--- config.mk ---
export PLATFORM = sky130hd
export DESIGN_NAME = la_up_arbiter
export DESIGN_NICKNAME = d
export VERILOG_FILES = /design/src/rtl/la_up_arbiter.sv
export SDC_FILE = /design/constraint.sdc
export NUM_CORES = 1
export LEC_CHECK = 0
export CELL_PAD_IN_SITES_DETAIL_PLACEMENT = 0
export CELL_PAD_IN_SITES_GLOBAL_PLACEMENT = 1
export CORE_MARGIN = 8
export CORE_UTILIZATION = 19
export DETAILED_ROUTE_END_ITERATION = 10
export MAX_ROUTING_LAYER = met4
export PLACE_DENSITY = 0.83
export SKIP_LAST_GASP = 1
export SLEW_MARGIN = 20
export SYNTH_ARGS = -nofsm -noshare
export SYNTH_HDL_FRONTEND = slang
export SYNTH_SLANG_ARGS = --single-unit
--- constraint.sdc ---
create_clock -name axis_clk -period 1.7 [get_ports axis_clk]
set_input_delay 0.255 -clock axis_clk [delete_from_list [all_inputs] [get_ports axis_clk]]
set_output_delay 0.255 -clock axis_clk [all_outputs]
set_load 0.005 [all_outputs]
--- src/rtl/la_up_arbiter.sv ---
// Packet-granular arbiter sharing one upstream AXI-Stream master between the
// user-project stream and the logic-analyzer trace stream, with starvation and runaway-packet guards.
module la_up_arbiter #(
    parameter int pDATA_WIDTH = 32,
    parameter int pMAX_BEATS  = 64,
    parameter int pHPRI_MAX   = 4
) (
    input  logic                   axis_clk,
    input  logic                   axis_rst,
    input  logic                   arb_en,
    input  logic [pDATA_WIDTH-1:0] up_tdata,
    input  logic [1:0]             up_tuser,
    input  logic                   up_tlast,
    input  logic                   up_tvalid,
    output logic                   up_tready,
    input  logic [pDATA_WIDTH-1:0] la_tdata,
    input  logic [1:0]             la_tuser,
    input  logic                   la_tlast,
    input  logic                   la_tvalid,
    output logic                   la_tready,
    input  logic                   la_hpri_req,
    output logic [pDATA_WIDTH-1:0] m_tdata,
    output logic [3:0]             m_tstrb,
    output logic [3:0]             m_tkeep,
    output logic [1:0]             m_tuser,
    output logic                   m_tlast,
    output logic                   m_tvalid,
    input  logic                   m_tready,
    output logic [1:0]             grant,
    output logic                   err_timeout,
    input  logic                   err_clr
);

    typedef enum logic [1:0] {IDLE, GNT_UP, GNT_LA} state_t;

    localparam logic [7:0] LAST_BEAT = 8'(pMAX_BEATS - 1);
    localparam logic [3:0] HPRI_LIM  = 4'(pHPRI_MAX);

    state_t     state, state_nxt;
    logic       last_gnt_la, last_gnt_la_nxt;
    logic [7:0] beat_cnt, beat_cnt_nxt;
    logic [3:0] hpri_cnt, hpri_cnt_nxt;
    logic       err_set;
    logic       src_tlast;
    logic       beat_ok;
    logic       pkt_end;

    assign m_tstrb = 4'hF;
    assign m_tkeep = 4'hF;
    assign beat_ok = m_tvalid & m_tready;
    assign pkt_end = beat_ok & m_tlast;

    always_ff @(posedge axis_clk) begin
        if (axis_rst) begin
            state       <= IDLE;
            last_gnt_la <= 1'b1;
            beat_cnt    <= 8'd0;
            hpri_cnt    <= 4'd0;
            err_timeout <= 1'b0;
        end else begin
            state       <= state_nxt;
            last_gnt_la <= last_gnt_la_nxt;
            beat_cnt    <= beat_cnt_nxt;
            hpri_cnt    <= hpri_cnt_nxt;
            if (err_clr)
                err_timeout <= 1'b0;
            else if (err_set)
                err_timeout <= 1'b1;
        end
    end

    always_comb begin
        state_nxt       = state;
        last_gnt_la_nxt = last_gnt_la;
        beat_cnt_nxt    = beat_cnt;
        hpri_cnt_nxt    = hpri_cnt;
        err_set         = 1'b0;
        case (state)
            IDLE: begin
                if (!la_hpri_req)
                    hpri_cnt_nxt = 4'd0;
                if (arb_en) begin
                    // High-priority LA grants are capped only while UP is actually waiting.
                    if (la_hpri_req && la_tvalid && (hpri_cnt < HPRI_LIM)) begin
                        state_nxt = GNT_LA;
                        if (up_tvalid)
                            hpri_cnt_nxt = hpri_cnt + 4'd1;
                    end else if (up_tvalid && la_tvalid) begin
                        if (last_gnt_la) begin
                            state_nxt    = GNT_UP;
                            hpri_cnt_nxt = 4'd0;
                        end else begin
                            state_nxt = GNT_LA;
                        end
                    end else if (up_tvalid) begin
                        state_nxt    = GNT_UP;
                        hpri_cnt_nxt = 4'd0;
                    end else if (la_tvalid) begin
                        state_nxt = GNT_LA;
                    end
                end
            end
            default: begin
                if (beat_ok)
                    beat_cnt_nxt = beat_cnt + 8'd1;
                if (pkt_end) begin
                    state_nxt       = IDLE;
                    last_gnt_la_nxt = (state == GNT_LA);
                    beat_cnt_nxt    = 8'd0;
                    err_set         = !src_tlast;
                end
            end
        endcase
    end

    always_comb begin
        m_tvalid  = 1'b0;
        m_tdata   = '0;
        m_tuser   = 2'b00;
        src_tlast = 1'b0;
        up_tready = 1'b0;
        la_tready = 1'b0;
        grant     = 2'b00;
        case (state)
            GNT_UP: begin
                m_tvalid  = up_tvalid;
                m_tdata   = up_tdata;
                m_tuser   = up_tuser;
                src_tlast = up_tlast;
                up_tready = m_tready;
                grant     = 2'b01;
            end
            GNT_LA: begin
                m_tvalid  = la_tvalid;
                m_tdata   = la_tdata;
                m_tuser   = la_tuser;
                src_tlast = la_tlast;
                la_tready = m_tready;
                grant     = 2'b10;
            end
            default: ;
        endcase
        // Forced termination keeps beat_cnt from ever reaching pMAX_BEATS.
        m_tlast = (state != IDLE) && (src_tlast || (beat_cnt == LAST_BEAT));
    end

endmodule

Yosys cells after proc, flatten, opt, wreduce, memory -nomap -nowiden
Cells that the tools add are included.
{"block": "op_classes", "add_sub_neg": 2, "reduce_logical": 14, "n_mux": 26, "n_lt_le_gt_ge": 1, "n_bitwise": 3, "eq_ne": 5}
{"operator": "$pmux W32 S2", "count": 1}
{"operator": "$mux W4", "count": 7}
{"operator": "$mux W2", "count": 8}
{"operator": "$mux W8", "count": 2}
{"operator": "$add A8 B1 Y8 const B", "count": 1}
{"operator": "$eq A8 B6 Y1 const B", "count": 1}
{"operator": "$pmux W2 S2", "count": 2}
{"operator": "$reduce_bool A2 Y1", "count": 3}
{"operator": "$ne A5 B5 Y1 const B", "count": 1}
{"operator": "$add A4 B1 Y4 const B", "count": 1}
{"operator": "$logic_and A1 B1 Y1", "count": 4}
{"operator": "$lt A4 B3 Y1 const B", "count": 1}
{"operator": "$mux W1", "count": 4}
{"operator": "$pmux W1 S2", "count": 2}
{"operator": "$reduce_and A2 Y1", "count": 2}
{"operator": "$reduce_and A3 Y1", "count": 1}
{"operator": "$and A1 B1 Y1", "count": 2}
{"operator": "$eq A2 B1 Y1 const B", "count": 1}
{"operator": "$eq A2 B2 Y1 const B", "count": 1}
{"operator": "$logic_not A2 Y1", "count": 1}
{"operator": "$ne A2 B2 Y1 const B", "count": 1}
{"operator": "$reduce_or A2 Y1", "count": 1}
{"operator": "$logic_not A1 Y1", "count": 1}
{"operator": "$logic_or A1 B1 Y1", "count": 1}
{"operator": "$not A1 Y1", "count": 1}
{"block": "word_totals", "word_cells": 56, "ff_bits": 16, "output_inout_bits": 49, "in_bits": 78}

Longest topological paths before layout
{"block": "depth", "ltp_word": 7, "ltp_mapped": 8, "ltp_nobuf": 6}

Least setup slack after synthesis
OpenSTA, ideal clock, no wires.
{"block": "synth_path", "path_kind": "reg-to-reg", "from": "reg state[0]", "to": "reg state[1]", "period_less_slack_ns": 1.827, "required_time_ns": 1.570, "path_buffers": 2, "arrival_time_ns": 1.697, "stages_incl_launch_ff": 9, "path_slack_ns": -0.127, "setup_ns": 0.130, "cell_sequence": "dfxtp_1 -> inv_1 -> ha_1 -> buf_2 -> nand3b_1 -> nor2_1 -> a21boi_4 -> buf_6 -> o32ai_1"}
{"block": "synth_between", "elab_chain_cells": 7, "elab_cells_between_ends": 15, "cone_classes": "eq/ne: 4; mux: 3; bitwise: 2; reduce/logical: 6"}
{"item": "from (decl)", "line_no": "39", "text": "state_t state, state_nxt;"}
{"item": "from (signal assigned)", "line_no": "61", "text": "state <= state_nxt;"}
{"item": "$eq A2 B2 Y1 or $eq A2 B1 Y1 (tied branches)", "line_no": "124", "text": "case (state)"}
{"item": "$pmux W1 S2", "line_no": "124"}
{"item": "$logic_or A1 B1 Y1", "line_no": "144", "text": "m_tlast = (state != IDLE) && (src_tlast || (beat_cnt == LAST_BEAT));"}
{"item": "$logic_and A1 B1 Y1", "line_no": "144"}
{"item": "$and A1 B1 Y1", "line_no": "51", "text": "assign pkt_end = beat_ok & m_tlast;"}
{"item": "$reduce_bool A2 Y1 (no line)"}
{"item": "$reduce_and A3 Y1 (no line)"}
Several ways; a longest one is shown, not always the timed one.
A chain may end at the register's enable or synchronous reset.

Final worst setup path
{"block": "layout_path", "from": "reg state[1]", "to": "out m_tdata[12]"}
{"block": "layout_between", "elab_chain_cells": 2, "elab_cells_between_ends": 3, "cone_classes": "eq/ne: 2; mux: 1"}
{"item": "$eq A2 B2 Y1 or $eq A2 B1 Y1 (tied branches)", "line_no": "124"}
{"item": "$pmux W32 S2 (*)", "line_no": "124"}
{"item": "to (decl)", "line_no": "22", "text": "output logic [pDATA_WIDTH-1:0] m_tdata,"}
Mark *: on every way between the ends. The rest lies on a longest branch, timed or not.

==> summary.txt <==
Status
  – Run status: finished, violations left
  – Failing checks: setup timing

Die
  – Boundary Pins: 127
  – Number of standard-cell rows in the floorplan: 32
  – Core region area: 7690 sq um
  – Die extent in x: roughly 100 um
  – Initial standard-cell utilization of the core: 0.194
  – Overall die area: between 10000 and 15000 sq um
  – Die span in y: 105 um

Place
  – Placed cell count: 423
  – Port-buffer cells: 118
  – Gpl congestion: between 0.8 and 0.9
  – Post-placement worst setup slack: -0.276 ns
  – Standard cell area after detailed placement: 3000 sq um
  – Post-DP HPWL: 5070 um

Detailed routing
  – Total length of routed wires: 7470 um
  – Number of antenna-violating nets in the routed design: 0
  – DR vias/cell: 4.45
  – Detailed-route DRC error count: 0
  – Number of DRC violations after detailed-routing iteration 0: 60
  – Vias: 2067
  – Detailed-routing iteration count for the pre-antenna-repair pass: 4
  – Average routed wire per standard cell: 16.1 um

Clocking
  – Clk slew on worst S/H paths: 0.06 ns
  – CTS Hold Bufs: 0
  – Worst-Skew Late Latency: 0.25 ns
  – CTS H-Tree Depth: 1
  – Clock net sink count: 16
  – Clock root buffer: sky130_fd_sc_hd__clkbuf_8
  – Clock tree from TritonCTS: built
  – CTS buffer count: 3
  – Worst-case clock buffer depth: 2

Synth
  – Area of the mapped netlist: 1490 sq um
  – Mean Syn Cell Area: 8.02 sq um
  – Syn Inst Count: 186
  – Register bit total from synthesis: 16
  – Count of warnings emitted by yosys: 0
  – Most used flip-flop cell after synthesis: sky130_fd_sc_hd__dfxtp_1
  – Ys async rst share: 0
  – Portion of the post-synthesis area used by sequential elements: 0.215
  – Number of synthesized flops with an enable pin: 0
  – Netlist cell types: 41

Cells and area
  – Most frequent cells in the layout: sky130_fd_sc_hd__clkdlybuf4s50_1 (78), sky130_fd_sc_hd__buf_4 (36), sky130_fd_sc_hd__a22oi_2 (30)
  – Finished Core Util: 0.502
  – Number of standard cells in the layout, taps in and fillers out: 464
  – Ant diodes: 0
  – Synthesis-to-finish area growth: 159%
  – Layout filler cell count: 712
  – Design Area, Final: 3860 sq um
  – Ratio of cells with drive above 1 in the final layout: 0.497
  – Leading cell type in the layout, fill and taps excluded: sky130_fd_sc_hd__clkdlybuf4s50_1
  – NumNets Final: 448

Worst hold path
  – HP Start: hpri_cnt[3]
  – Min-delay worst type: flip-flop to flip-flop

Setup path
  – Slowest CP cell: sky130_fd_sc_hd__dfxtp_4
  – Max FO, Critical Path: 5
  – Startpoint kind of the worst setup timing path: flip-flop
  – Cell with the most instances on the worst path: sky130_fd_sc_hd__buf_12
  – Type of the worst setup path: flip-flop to primary output
  – Data arrival, critical path: 1.64 ns
  – WP data required: 1.44 ns
  – Family with the most delay on the worst path: buffers and inverters
  – CP bufs+invs: 6
  – Slowest cell delay on critical path: approximately 0.37 ns
  – Cell-by-cell listing of the critical path: inv_4 > ha_4 > buf_12 > buf_8 > buf_16 > buf_12 > nor2b_1 > buf_2
  – Category of the worst setup path capture point: primary output
  – Worst Setup SP: state[1]
  – Launch instance of the worst register-to-register path: state[1]

STA
  – Min cycle time layout: 1.89 ns
  – Final Cycle Share: 1.11
  – Fin. max-slew vios: 0
  – Final Worst Setup Slack: -0.192 ns
  – Achievable clock frequency: around 530 MHz
  – Worst-case clock skew: 0.00305 ns
  – RSZ-0062 raised after global routing: true
  – Smallest hold slack: roughly 0.48 ns
  – Number of hold-slack violations in the final timing report: 0
  – Setup violations, final: 49

Global routing
  – Vias in the first global route: 2167
  – Overall routing resource usage: 0.126
  – Initial antenna violation count: 0
  – First-pass GRT wire length: 11200 um
  – Largest net degree at the start of global routing: 18
  – Global route total overflow: 0

Pwr
  – Power Density: 428 nW/um^2
  – Leak: 1.57 nW
  – Max IR drop VDD: 0.000473 V

Job
  – Max Cap Violations: 0
==> cell usage after synthesis, types with 4 or more instances <==
library cell,number,area [sq um]
sky130_fd_sc_hd__nor2b_1,36,225
sky130_fd_sc_hd__nand2_1,5,18.8
sky130_fd_sc_hd__dfxtp_1,16,320
sky130_fd_sc_hd__nor3_1,10,50.1
sky130_fd_sc_hd__xnor2_1,7,61.3
sky130_fd_sc_hd__buf_4,8,60.1
sky130_fd_sc_hd__clkbuf_1,7,26.3
sky130_fd_sc_hd__ha_1,7,87.6
sky130_fd_sc_hd__nor2_1,5,18.8
sky130_fd_sc_hd__a22oi_1,34,255
sky130_fd_sc_hd__and2_1,4,25.0
sky130_fd_sc_hd__buf_1,4,15.0
==> what timing repair did <==
action	in CTS	in global routing
gates cloned	4	2
endpoints found under the setup margin	52	51
endpoints found under the hold margin	0	0
gates resized for setup	166	69
buffers inserted	21	13
pin swaps	12	22
==> worst register-to-register path: cells and delay by family (launching register included) <==
family | cells | cell delay (ns)
AO/OA/AOI/OAI | 1 | 0.06
adder cells (fa/ha/maj) | 1 | 0.23
flip-flops | 1 | 0.37
XOR/XNOR | 1 | 0.17
buffers and inverters | 4 | 0.59
AND/OR/NAND/NOR | 2 | 0.35
==> stage by stage <==
stage / power [mW] / setup TNS [ns]
6_report: 1.65 / -6.16
5_1_grt: 1.74 / -9.12
4_1_cts: 1.57 / -6.49
3_5_place_dp: 0.957 / -8.13
3_3_place_gp: 0.951 / -7.39
2_1_floorplan: 0.619 / 0
==> registers in the layout (all words and copies together), names as in the netlist <==
register,flops
beat_cnt,8
state,2
last_gnt_la,1
hpri_cnt,4
err_timeout,1
==> worst paths after layout <==
kind,cells past startpoint,endpoint,slack [ns]
hold reg to reg,1,hpri_cnt[3],0.48
setup / recovery,8,m_tdata[12],-0.19
hold / removal,1,hpri_cnt[3],0.48
setup reg to reg,9,beat_cnt[6],-0.17
==> power breakdown <==
part,switching (mW),internal [mW]
clock,0.134,0.205
combinational,0.321,0.606
sequential,0.00525,0.379
total,0.460,1.19
==> routing by layer <==
layer / wire length [um] / track usage / vias to the layer above
met1: 2900 / 0.128 / 963
met5: 0 / - / -
met4: 62 / 0.0285 / 0
met3: 473 / 0.0295 / 6
met2: 4030 / 0.240 / 80
li1: - / - / 1018
==> cell families after synthesis <==
| kind of cell | after synthesis | synth area share |
|---|---|---|
| buffers and inverters | 26 | 0.0931 |
| adders and majority gates | 7 | 0.0587 |
| other | 1 | 0.00251 |
| and+or+nand+nor | 76 | 0.305 |
| muxes | 3 | 0.0210 |
| xor gates and xnor gates | 7 | 0.0411 |
| DFF | 16 | 0.215 |
| AOI/OAI and AO/OA | 50 | 0.264 |
==> cell type report <==
type / instances / area, sq um / area share
clock buffers: 4 / 55.1 / 0.0143
inverters: 3 / 16.3 / 0.00422
multi-input cells: 151 / 1470 / 0.380
flip-flops and latches: 16 / 332 / 0.0859
well taps: 102 / 128 / 0.0331
repair buffers: 188 / 1860 / 0.482
(Power assumes the default switching activity.)
